$ cat src/rtl/grf_mp.sv
// Multi-port general register file: NUM_RD read ports, two write ports with
// write-to-read bypass, and a per-register busy scoreboard. Define GRF_TRACE_EN for write tracing.
module grf_mp #(
    parameter int DATA_W = 32,
    parameter int ADDR_W = 5,
    parameter int NUM_RD = 2
) (
    input  logic                     clk,
    input  logic                     reset,
    input  logic [NUM_RD*ADDR_W-1:0] raddr,
    output logic [NUM_RD*DATA_W-1:0] rdata,
    output logic [NUM_RD-1:0]        rbusy,
    input  logic                     we0,
    input  logic [ADDR_W-1:0]        waddr0,
    input  logic [DATA_W-1:0]        wdata0,
    input  logic [31:0]              wpc0,
    input  logic                     we1,
    input  logic [ADDR_W-1:0]        waddr1,
    input  logic [DATA_W-1:0]        wdata1,
    input  logic [31:0]              wpc1,
    input  logic                     bset,
    input  logic [ADDR_W-1:0]        baddr
);

    localparam int unsigned DEPTH = 2 ** ADDR_W;

    logic [DATA_W-1:0] regs_q [DEPTH];
    logic [DATA_W-1:0] regs_d [DEPTH];
    logic [DEPTH-1:0]  busy_q;
    logic [DEPTH-1:0]  busy_d;
    logic              wr0_en;
    logic              wr1_en;

    assign wr0_en = we0 && (waddr0 != '0);
    assign wr1_en = we1 && (waddr1 != '0);

    // Port 1 is applied last so it wins a same-address collision.
    always_comb begin
        regs_d = regs_q;
        if (wr0_en) regs_d[waddr0] = wdata0;
        if (wr1_en) regs_d[waddr1] = wdata1;
    end

    // Set is applied after the clears: a newly issued producer supersedes the retiring one.
    always_comb begin
        busy_d = busy_q;
        if (wr0_en) busy_d[waddr0] = 1'b0;
        if (wr1_en) busy_d[waddr1] = 1'b0;
        if (bset && (baddr != '0)) busy_d[baddr] = 1'b1;
    end

    always_ff @(posedge clk) begin
        if (reset) begin
            for (int unsigned i = 0; i < DEPTH; i++) begin
                regs_q[i] <= '0;
            end
            busy_q <= '0;
        end else begin
            regs_q <= regs_d;
            busy_q <= busy_d;
        end
    end

    for (genvar k = 0; k < NUM_RD; k++) begin : g_rd
        logic [ADDR_W-1:0] ra;
        logic              hit0;
        logic              hit1;

        assign ra   = raddr[k*ADDR_W +: ADDR_W];
        assign hit0 = !reset && wr0_en && (waddr0 == ra);
        assign hit1 = !reset && wr1_en && (waddr1 == ra);

        always_comb begin
            rdata[k*DATA_W +: DATA_W] = '0;
            rbusy[k]                  = 1'b0;
            if (ra != '0) begin
                if (hit1)      rdata[k*DATA_W +: DATA_W] = wdata1;
                else if (hit0) rdata[k*DATA_W +: DATA_W] = wdata0;
                else           rdata[k*DATA_W +: DATA_W] = regs_q[ra];
                rbusy[k] = !reset && busy_q[ra] && !hit0 && !hit1;
            end
        end
    end

`ifdef GRF_TRACE_EN
    always_ff @(posedge clk) begin
        if (!reset) begin
            if (wr0_en && !(wr1_en && (waddr1 == waddr0)))
                $display("@%h: $%d <= %h", wpc0, waddr0, wdata0);
            if (wr1_en)
                $display("@%h: $%d <= %h", wpc1, waddr1, wdata1);
        end
    end
`else
    logic unused_trace_pc;
    assign unused_trace_pc = ^{wpc0, wpc1};
`endif

endmodule

$ cat config.mk
export PLATFORM = sky130hd
export DESIGN_NAME = grf_mp
export DESIGN_NICKNAME = d
export VERILOG_FILES = /design/src/rtl/grf_mp.sv
export SDC_FILE = /design/constraint.sdc
export NUM_CORES = 2
export LEC_CHECK = 0
export CORE_ASPECT_RATIO = 0.9
export CORE_MARGIN = 4
export CORE_UTILIZATION = 50
export CTS_BUF_LIST = sky130_fd_sc_hd__clkbuf_16
export CTS_CLUSTER_DIAMETER = 150
export DETAILED_ROUTE_END_ITERATION = 10
export PLACE_DENSITY = 0.67
export SETUP_SLACK_MARGIN = 0.5
export SLEW_MARGIN = 10
export SYNTH_ARGS = -nofsm -noshare
export SYNTH_HDL_FRONTEND = slang
export SYNTH_SLANG_ARGS = --single-unit
$ cat constraint.sdc
create_clock -name clk -period 3.6 [get_ports clk]
set_input_delay 0.72 -clock clk [delete_from_list [all_inputs] [get_ports clk]]
set_output_delay 0.72 -clock clk [all_outputs]
set_load 0.01 [all_outputs]
; ---- Yosys cells after proc, flatten, opt, wreduce, memory -nomap -nowiden
; Index checks and enable logic that the tools add are counted.
; Widths: inputs -> output; s select.
[word_totals]
elab_cells = 125
input_bits = 158
reg_bits = 1056
ramBits = 0
latchBits = 0
output_inout_bits = 66
n_memories = 0
rom_bits = 0
[classes]
n_mux = 35
n_shift = 0
order_cmp = 14
n_div = 0
n_mul = 0
bitwise = 9
reduce_logical = 30
n_addsub = 0
n_eq_ne = 4
[ops]
columns = op, n
row1 = $bwmux 1024, 2
row2 = $mux 1024, 2
row3 = $mux 32, 15
row4 = $bmux 32 s5, 2
row5 = $demux 32 s5, 2
row6 = $and 32x32->32, 2
row7 = $not 32->32, 2
row8 = $or 32x32->32, 1
row9 = $lt 5x6->1 const B, 5
row10 = $reduce_bool 5->1, 5
row11 = $ge 6x6->1 const B, 4
row12 = $not 5->6, 4
row13 = $eq 5x5->1, 4
row14 = $logic_and 1x1->1, 20
row15 = $demux 1 s5, 3
row16 = $ge 5x1->1 const B, 3
row17 = $lt 6x1->1 const B, 2
row18 = $bmux 1 s5, 2
row19 = $mux 1, 7
row20 = $logic_not 1->1, 5

; ---- Depth between registers and ports, before layout
[depth]
depth_word = 11
ltp_mapped = 10

; ---- Worst setup path after synthesis
; Ideal clock, no wire load.
[synth_timing]
kind = input port to output port
start = in raddr[5]
end = out rbusy[1]
slack_ns = 0.453
required_ns = 2.880
cell_stages = 8
path_buffers = 4
arrival_time_ns = 2.427
path_cell_list = buf_6 > buf_6 > buf_2 > buf_2 > mux4_2 > mux4_2 > mux2i_1 > nor2_1
[synth_between]
elab_chain_len = 6
[synth_rtl]
columns = item, line_no
row1 = start: declaration, 10  ; input logic [NUM_RD*ADDR_W-1:0] raddr,
row2 = $bmux 1 s5 or $eq 5x5->1 (tied branches), "80, 70"
row3 = $mux 1 (implied by the code) or $logic_and 1x1->1 (tied branches), "80, 70"
row4 = $logic_and 1x1->1 or $logic_not 1->1 (tied branches), 80  ; rbusy[k] = !reset && busy_q[ra] && !hit0 && !hit1;
row5 = $logic_and 1x1->1 (2 in series), 80
row6 = $mux 1 (*), 76  ; if (ra != '0) begin
row7 = end: declaration, 12  ; output logic [NUM_RD-1:0] rbusy,
; Every way passes the cells marked *; elsewhere a longest branch is shown, timed or not. The select of a mux whose other input is x is not followed.

; ---- Final worst setup path
[layout_timing]
start = in raddr[2]
end = out rdata[17]
[layout_between]
elab_chain_len = 7
[layout_rtl]
columns = item, line_no
row1 = $not 5->6 (implied by the code), 79  ; else rdata[k*DATA_W +: DATA_W] = regs_q[ra];
row2 = $bmux 32 s5, 79
row3 = $mux 32 (implied by the code) (2 in series), 79
row4 = $mux 32, 78  ; else if (hit0) rdata[k*DATA_W +: DATA_W] = wdata0;
row5 = $mux 32, 77  ; if (hit1) rdata[k*DATA_W +: DATA_W] = wdata1;
row6 = $mux 32 (*), 76
row7 = end: declaration, 11  ; output logic [NUM_RD*DATA_W-1:0] rdata,
; Marks and branches as above.

==> results by group <==
Floorplan
  • Core area: 128000 um2
  • Initial Util: 50.6%
  • Die W: between 300 and 400 um
  • Die ar.: 135000 um2
  • Die Ht: 349 um
  • Row Count: 124
  • IO Pins: ~220

Clock network
  • Clock Sink Count: around 1100
  • CTS max path bufs: 3
  • Worst-path clk slew: approximately 0.060 ns
  • Root Buffer Master: clkbuf_16
  • H-Tree Depth: 3
  • Clock latency at the later pin of the worst-skew pair: approximately 0.75 ns
  • Hold Buf Count CTS: 0
  • CTS tree: yes
  • Cts bufs inserted: around 110

STA
  • RSZ-0062 raised after global routing: yes
  • Worst Max-Slew Pin Slew: around 1.2 ns
  • Hold Slack: 0.482 ns
  • Clock skew: 0 ns
  • Slew headroom: a little over a fifth
  • Setup TNS: -0.00650 ns
  • Highest clock rate: between 200 and 300 MHz
  • Worst setup margin: -0.00650 ns
  • Tmin final: 3.61 ns
  • Final-report max-slew violation count: 0
  • Final Cycle Share: 100%
  • Final setup fails: 1
  • Fin. Hold Viols: 0

Synthesis
  • #FFs+latches synth: about 1100
  • Syn Inst Count: 6916
  • Largest cells by area after synthesis: dfxtp_1, mux4_2, mux2i_1
  • Cell area after synthesis: 64700 um2
  • Most common cell in the netlist: nor2_1
  • Post-synth EDFFs: 0
  • Ys async rst share: 0%
  • Mapped Nets: 7074
  • Post-synth cell types: 63
  • Top FF cell, synth: dfxtp_1
  • Synth warn: 0
  • Sequential element share of the synthesized area: 32.7%
  • Synth area leader: dfxtp_1
  • Area fraction of the dominant cell type after synthesis: 32.7%
  • Top post-synthesis cells by count: nor2_1, dfxtp_1, mux2i_1
  • Avg Inst Size Synth: 9.36 um2

Worst hold path
  • Hold depth: 1
  • Worst Hold Launch: regs_q[1007]
  • Min-Delay Path Class: flop to flop
  • Hold Path End: regs_q[1007]

Final layout
  • Design area: slightly above 80000 um2
  • Area delta synth->final: 25.0%
  • # nets final: 7263
  • Layout cell share with drive strength beyond 1: 28.7%
  • Final Util: 63.3%

Placed design
  • DP HPWL: 191 mm
  • Port bufs: roughly 160
  • Post-DP Area: 72300 um2
  • Dpl ws: -1.06 ns
  • RD Place Congestion: 1.02

Routing
  • Routed WL: 312 mm
  • Via count: about 66000
  • Residual DRC: 2
  • Initial DRC count: 11600
  • Post-DRT Antenna Nets: 0
  • Wire per inst: 35.1 um
  • Vias/cell: 7.46
  • 1st-pass router iterations: 10

Outcome
  • Outcome: finished with violations
  • Failing checks: DRC, setup timing

Power
  • Pwr dens: 365 nW/um2
  • Leakage: 28.4 nW
  • Worst vdd ir: 0.431 mV

Critical path
  • Critical path required time: 2.88 ns
  • Worst reg2reg path depth: 2
  • Worst Setup Start Kind: input port
  • Worst setup path class: input port to output pin
  • Crit. End Element: output pin
  • Arrival time worst endpoint: between 2 and 3 ns
  • Crit-path max FO: 7
  • RR Startpoint: regs_q[302]
  • Reg-to-reg slack, setup: 2.68 ns
  • Crit Reg-Reg Endpoint: regs_q[302]

Global route
  • Initial antenna violation count: 8
  • Vias in the first global route: 62700
  • Largest net degree at the start of global routing: 189
  • Total congestion overflow: 0
  • Global-route wire length before repair: 443 mm
  • GR Util All Layers: 44.1%

Flow run
  • Max cap viols: 0
registers in the layout (all words and copies together), names as in the netlist:
register,cells
regs_q,1024
busy_q,32
metal layers:
metal,track usage (%),share of wire [%],up-vias
li1,-,-,26400
met1,54.4,34,31900
met2,61.1,40,6414
met3,17.2,16,1755
met4,35.2,9.9,6
met5,0.720,0.047,-
logic make-up (layout without fill, tap and decap cells):
| family | Yosys count | after routing | synth area share, % |
|---|---|---|---|
| AOI/OAI and AO/OA | 1452 | 1452 | 16.6 |
| xor gates and xnor gates | 20 | 20 | 0.271 |
| buffers and inverters | 996 | 1282 | 6.68 |
| DFF | 1056 | 1056 | 32.7 |
| muxes | 1293 | 1293 | 29.9 |
| other | 0 | 7 | 0 |
| and+or+nand+nor | 2099 | 2100 | 13.8 |
critical path: stages:
cell and delay, ns:
buf_16 0.15, buf_16 0.18, buf_6 0.14, buf_4 0.14, mux4_2 0.28, nand2_4 0.10
a32o_2 0.31, o2111a_1 0.29, a211oi_4 0.35, buf_2 0.21
layout by cell type (no fill, tap or decap), types with 17 or more instances in the layout:
cell / count
a211oi_1: 672
a21oi_1: 82
a21oi_2: 34
a22oi_1: 23
a22oi_2: 55
a311oi_1: 320
a31oi_4: 23
a32oi_1: 22
buf_12: 214
buf_16: 35
buf_2: 32
buf_4: 549
buf_6: 110
buf_8: 29
bufinv_16: 17
clkbuf_16: 120
clkdlybuf4s50_1: 70
clkinv_1: 22
clkinv_2: 22
dfxtp_1: 1045
inv_1: 36
mux2_2: 46
mux2i_1: 710
mux2i_2: 18
mux4_2: 510
nand2_1: 415
nand2_2: 22
nand2_4: 31
nand3_1: 339
nand4b_1: 32
nor2_1: 1065
nor2_4: 32
nor2b_1: 36
nor3_1: 18
o21ai_0: 29
o21ai_1: 50
o22a_1: 31
o22ai_1: 47
o22ai_2: 19
or3_4: 23
power breakdown:
part / switching [mW] / leakage [nW] / internal, mW / total (mW)
Combinational: 2.89 / 17.9 / 2.03 / 4.92
Sequential: 0.182 / 8.54 / 11.9 / 12.1
Clock: 5.43 / 1.96 / 7.09 / 12.5
Total: 8.50 / 28.4 / 21.0 / 29.5
cell type report:
cell class / count / area [um2]
inverter: 15 / 61.3
antenna: 7 / 17.5
multi-input combinational: 4865 / 41600
clock buffer: 117 / 2930
tap: 1701 / 2130
sequential: 1056 / 21200
timing repair buffer: 1054 / 12100
fill: 10000 / 47000
clock inverter: 96 / 913
per-stage QoR:
step / total power, mW / cells
CTS: 29.1 / 8853
detailed placement: 16.5 / 8521
finish: 29.5 / 8911
global route: 30.0 / 8908
global placement: 16.4 / 8521
floorplan: 14.4 / 6916
worst max path at each step:
stage / cells after the start / from / end
6_report: 10 / raddr[2] / rdata[17]
5_1_grt: 13 / raddr[5] / rdata[56]
4_1_cts: 11 / raddr[5] / rdata[62]
3_5_place_dp: 9 / waddr0[0] / rdata[49]
3_3_place_gp: 10 / waddr0[0] / rdata[49]
2_1_floorplan: 8 / raddr[1] / rdata[10]
timing repair:
item / in CTS / in global routing
setup buffers: 101 / 48
setup endpoints to repair: 66 / 66
pin swaps: 134 / 93
cloned: 18 / 3
resized for setup: 757 / 157
endpoints found under the hold margin: 0 / 0
Power figures use the tool's default switching activity.
